[config.mk]
export PLATFORM = sky130hd
export DESIGN_NAME = npc_seq_ctrl
export DESIGN_NICKNAME = d
export VERILOG_FILES = /design/src/rtl/npc_seq_ctrl.sv
export SDC_FILE = /design/constraint.sdc
export NUM_CORES = 1
export LEC_CHECK = 0
export ABC_AREA = 1
export CELL_PAD_IN_SITES_DETAIL_PLACEMENT = 0
export CELL_PAD_IN_SITES_GLOBAL_PLACEMENT = 2
export CORE_ASPECT_RATIO = 0.9
export CORE_UTILIZATION = 31
export CTS_BUF_LIST = sky130_fd_sc_hd__clkbuf_8
export CTS_CLUSTER_DIAMETER = 200
export DETAILED_ROUTE_END_ITERATION = 6
export GPL_ROUTABILITY_DRIVEN = 0
export GPL_TIMING_DRIVEN = 0
export PLACE_DENSITY = 0.92
export SLEW_MARGIN = 10
export SYNTH_ARGS = -nofsm -noshare
export SYNTH_HDL_FRONTEND = slang
export SYNTH_SLANG_ARGS = --single-unit
[constraint.sdc]
create_clock -name clk -period 9 [get_ports clk]
set_input_delay 1.8 -clock clk [delete_from_list [all_inputs] [get_ports clk]]
set_output_delay 1.8 -clock clk [all_outputs]
set_load 0.02 [all_outputs]
[src/rtl/npc_seq_ctrl.sv]
// Fetch/execute sequencer for the NPC core: issues instruction fetches, holds the
// fetched word for decode, gates the regfile write to EXEC, and tracks halt/fault/counters.
module npc_seq_ctrl #(
    parameter logic [31:0] RESET_PC = 32'h80000000,
    parameter int unsigned TIMEOUT  = 255,
    parameter int unsigned CNT_W    = 32
) (
    input  logic             clk,
    input  logic             rst,
    output logic             imem_req_valid,
    input  logic             imem_req_ready,
    output logic [31:0]      imem_addr,
    input  logic             imem_rsp_valid,
    input  logic [31:0]      imem_rsp_data,
    output logic [31:0]      inst,
    output logic [31:0]      pc,
    input  logic             dec_reg_wen,
    output logic             reg_wen,
    output logic             halt,
    output logic             fault,
    output logic [CNT_W-1:0] cycle_cnt,
    output logic [CNT_W-1:0] instret
);

    typedef enum logic [2:0] {
        S_IDLE,
        S_FETCH,
        S_WAIT,
        S_EXEC,
        S_HALT,
        S_FAULT
    } state_t;

    localparam logic [31:0]      INST_NOP    = 32'h00000013;
    localparam logic [31:0]      INST_EBREAK = 32'h00100073;
    localparam logic [16:0]      TO_LIMIT    = 17'(TIMEOUT);
    localparam logic [CNT_W-1:0] CNT_ONE     = CNT_W'(1);

    state_t            r_state;
    state_t            w_next;
    logic [31:0]       r_pc;
    logic [31:0]       r_inst;
    logic              r_halt;
    logic              r_fault;
    logic [CNT_W-1:0]  r_cycle;
    logic [CNT_W-1:0]  r_instret;
    logic [15:0]       r_to;
    logic [16:0]       w_to_inc;
    logic              w_to_hit;
    logic              w_is_ebreak;
    logic              w_active;

    assign w_is_ebreak = (r_inst == INST_EBREAK);
    // One extra bit so TIMEOUT = 65535 is reachable without the counter wrapping.
    assign w_to_inc    = {1'b0, r_to} + 17'd1;
    assign w_to_hit    = (w_to_inc == TO_LIMIT);
    assign w_active    = (r_state == S_FETCH) || (r_state == S_WAIT) || (r_state == S_EXEC);

    always_ff @(posedge clk or posedge rst) begin
        if (rst) begin
            r_state <= S_IDLE;
        end else begin
            r_state <= w_next;
        end
    end

    always_comb begin
        w_next         = r_state;
        imem_req_valid = 1'b0;
        reg_wen        = 1'b0;
        case (r_state)
            S_IDLE:  w_next = S_FETCH;
            S_FETCH: begin
                imem_req_valid = 1'b1;
                if (imem_req_ready) w_next = S_WAIT;
            end
            S_WAIT: begin
                // A response on the limit edge still wins over the timeout.
                if (imem_rsp_valid)  w_next = S_EXEC;
                else if (w_to_hit)   w_next = S_FAULT;
            end
            S_EXEC: begin
                reg_wen = dec_reg_wen & ~w_is_ebreak;
                w_next  = w_is_ebreak ? S_HALT : S_FETCH;
            end
            default: w_next = r_state;
        endcase
    end

    always_ff @(posedge clk or posedge rst) begin
        if (rst) begin
            r_pc      <= RESET_PC;
            r_inst    <= INST_NOP;
            r_halt    <= 1'b0;
            r_fault   <= 1'b0;
            r_cycle   <= '0;
            r_instret <= '0;
            r_to      <= '0;
        end else begin
            if (w_active) r_cycle <= r_cycle + CNT_ONE;
            case (r_state)
                S_FETCH: begin
                    if (imem_req_ready) r_to <= '0;
                end
                S_WAIT: begin
                    if (imem_rsp_valid) begin
                        r_inst <= imem_rsp_data;
                    end else begin
                        r_to <= w_to_inc[15:0];
                        if (w_to_hit) r_fault <= 1'b1;
                    end
                end
                S_EXEC: begin
                    r_instret <= r_instret + CNT_ONE;
                    if (w_is_ebreak) r_halt <= 1'b1;
                    else             r_pc   <= r_pc + 32'd4;
                end
                default: ;
            endcase
        end
    end

    assign imem_addr = r_pc;
    assign pc        = r_pc;
    assign inst      = r_inst;
    assign halt      = r_halt;
    assign fault     = r_fault;
    assign cycle_cnt = r_cycle;
    assign instret   = r_instret;

endmodule

==> impl_results.md <==
* Routed wire length at 21700 um
* Die width at 169 um
* #FFs+latches synth at 147
* Critical register-to-register path startpoint: inst[30]$_DFFE_PP0P_
* Ant. Diodes at 0
* FP Rows at 54
* Max Cap Violations at 0
* Top routing layer used: met4
* Synth top area cells: dfrtp_1 46%, nand2_1 13%, xor2_1 6.4%
* Via-to-Cell Ratio at roughly 4.5
* Die ar. at 25600 um^2
* FMAX at roughly 210 MHz
* Root buffer cell: clkbuf_8
* Vias in the first global route at between 6000 and 7000
* Leakage power at between 4 and 5 nW
* Drt first pass iters at 5
* Grt total ovfl at 0
* Vias at between 6000 and 7000
* Hold Crit Class: reg2reg
* R2R Setup Slk at 6.81 ns
* Final Critical Period at about 4.8 ns
* Reg2Reg Depth at 9
* Layout cell share with drive strength beyond 1 at 0.0924
* Area Growth Syn to Fin at 36.4%
* Wire per inst at around 14 um
* Final setup vio count at 0
* Synth Cell Area at roughly 7700 um^2
* TritonCTS clock tree: built
* Worst path arrival time at ~3 ns
* M1 wire length at 10300 um
* Endpoints failing hold at 0
* Post-CTS setup buffer count at 0
* Inserted Clock Buffers at 17
* Die Y-Extent at between 150 and 200 um
* Clk pin slew, worst setup/hold paths at around 0.090 ns
* Post-DRT Antenna Nets at 0
* Post-cts resize count at 0
* Psw at 343 uW
* Hold buffers post-CTS at 0
* CTS Sinks at 147
* DR WL met3 at roughly 1400 um
* # port buffers at 196
* First-pass GRT wire length at roughly 36000 um
* Max-slew headroom at 0.583
* Critical path required time at slightly above 7 ns
* Starting density of the core at 0.318
* Combinational share of power at 0.061
* # IOs at between 200 and 250
* Core area at between 20000 and 25000 um^2
* Period utilisation layout at 0.531
* Tot GR Track Use at 0.178
* Crit. End Element: primary output
* Clock network power share at 0.411
* Largest net degree at the start of global routing at 109
* Final TNS setup at 0 ns
* DRC at 0
* Crit path largest cell delay at 0.61 ns
* Cell Pwr Density at ~120 nW/um^2
* Most frequent cell on the critical path: clkdlybuf4s50_1
* HPWL after DPL at roughly 16000 um
* Gate Count Post-Synth at 948
* Sequential Power Share at 0.527
* Critical path's slowest cell: clkdlybuf4s50_1
* Post-synth top area share at 0.462
* Max Clock Skew at 0.0191 ns
* CP startpoint kind: primary input
* Final Slew Violations at 0
* Crit path to: reg_wen
* Biggest area consumer among synthesized cells: dfrtp_1
* Total power at between 1 and 1.5 mW
* Internal power at roughly 940 uW
* Worst R2R End: imem_addr[11]$_DFFE_PP0P_
* Longest Clk Path Bufs at 2
* Routed wl met2 at about 9800 um
* Worst-path fanout max at 1
* Worst setup startpoint: dec_reg_wen
* Ys Warns at 0
* Tightest Pin Transition at just over 0.6 ns
* VDD IR max at just under 80 uV
* Status: finished clean
* First DRT Iteration DRCs at between 300 and 400
* H-Tree Depth at 4
* Count of different cell masters after synthesis at 32
* Sequential cell area fraction in the yosys report at 0.475
* Switch share at 0.267
* Clk_lat worst skew at between 0.4 and 0.5 ns
* Kind of critical path: in2out
* CP cell instances: clkdlybuf4s50_1, inv_1, nor2_1, clkdlybuf4s50_1
* Final Net Count at between 1000 and 1500
* Initial antenna violation count at 0
* RSZ-0062 raised after global routing: no
* Post-Syn Area per Cell at between 8 and 9 um^2
sequential cells by signal, indices dropped and copies added (netlist names):
name       flops
cycle_cnt     32
inst          32
instret       32
imem_addr     30
r_to          16
r_state        3
fault          1
halt           1
area by class of cell:
type	count	area, um^2
fillers	2507	13800
flip-flops and latches	147	3680
multi-input cells	651	3350
repair buffers	197	1990
well taps	336	420
inverters	103	394
plain buffers	50	338
clock buffers	18	248
clock inverters	14	145
per-stage QoR:
step                instance area (um^2)  utilization  hold WS, ns  setup WS, ns  cells
floorplan                           7760            -        0.463          3.26    951
global placement                   10100        0.416        0.449         0.809   1483
detailed placement                 10200        0.417        0.461          4.21   1484
CTS                                10600        0.433        0.480          4.21   1516
global route                       10600        0.433        0.504          4.10   1516
finish                             10600        0.433        0.477          4.22   1516
critical path, delay by kind of cell:
kind / cells / cell delay, ns
AND/OR/NAND/NOR: 1 / 0.09
buffers and inverters: 3 / 1.09
power groups by stage:
stage                     Sequential (mW)  Clock (mW)  Combinational [mW]
after global placement              0.689           0              0.0783
after CTS                           0.676       0.546              0.0808
after floorplan                     0.700           0              0.0244
after global routing                0.678       0.572              0.0867
after detailed placement            0.689           0              0.0807
final                               0.676       0.527              0.0788
how the worst min path moves through the flow:
stage	slack [ns]	cells past startpoint	to	from
finish	0.48	1	cycle_cnt[31]$_DFFE_PP0P_	cycle_cnt[31]$_DFFE_PP0P_
global route	0.50	2	inst[4]$_DFFE_PP1P_	inst[4]$_DFFE_PP1P_
CTS	0.48	2	inst[0]$_DFFE_PP1P_	inst[0]$_DFFE_PP1P_
detailed placement	0.46	1	cycle_cnt[31]$_DFFE_PP0P_	cycle_cnt[31]$_DFFE_PP0P_
global placement	0.45	2	halt$_DFFE_PP0P_	halt$_DFFE_PP0P_
floorplan	0.46	2	r_state[1]$_DFFE_PP0P_	r_state[1]$_DFFE_PP0P_
cell usage after synthesis:
cell	number
nand3_1	49
conb_1	1
clkbuf_1	8
buf_2	6
nor3_2	2
nand4_1	25
nand3b_4	1
o21ai_1	7
ha_1	5
o21bai_1	1
o21ai_0	38
nor3_4	1
o21ai_2	1
inv_1	97
buf_4	34
nor2_4	4
dfrtp_1	143
nor4_1	14
o22ai_1	5
nand2_2	6
nand2_1	277
xor2_1	57
nor2_1	80
xnor2_1	37
buf_6	2
dfstp_2	4
inv_2	4
nand3_2	2
nand3b_1	2
clkinv_1	2
nor2_2	8
nor3_1	25
cells in the final DEF (no fill, tap or decap), drive strengths merged, types with 37 or more instances in the layout:
| cell | instances |
|---|---|
| nor2 | 92 |
| xnor2 | 37 |
| o21ai | 46 |
| clkdlybuf4s50 | 196 |
| xor2 | 57 |
| buf | 43 |
| nand3 | 51 |
| nand2 | 283 |
| inv | 107 |
| dfrtp | 143 |
per-layer routing:
layer | GRT usage | vias up
met5 | 0 | -
met4 | 0.0398 | 0
met1 | 0.244 | 3211
met3 | 0.0560 | 17
li1 | - | 3406
met2 | 0.274 | 151
cell families after synthesis:
logic type / share of synthesized area
compound gates: 0.0352
xor+xnor: 0.106
fa+ha+maj: 0.00807
buf+inv: 0.0935
flops: 0.475
other cells: 0.000484
simple gates: 0.281
Power figures use the tool's default switching activity.
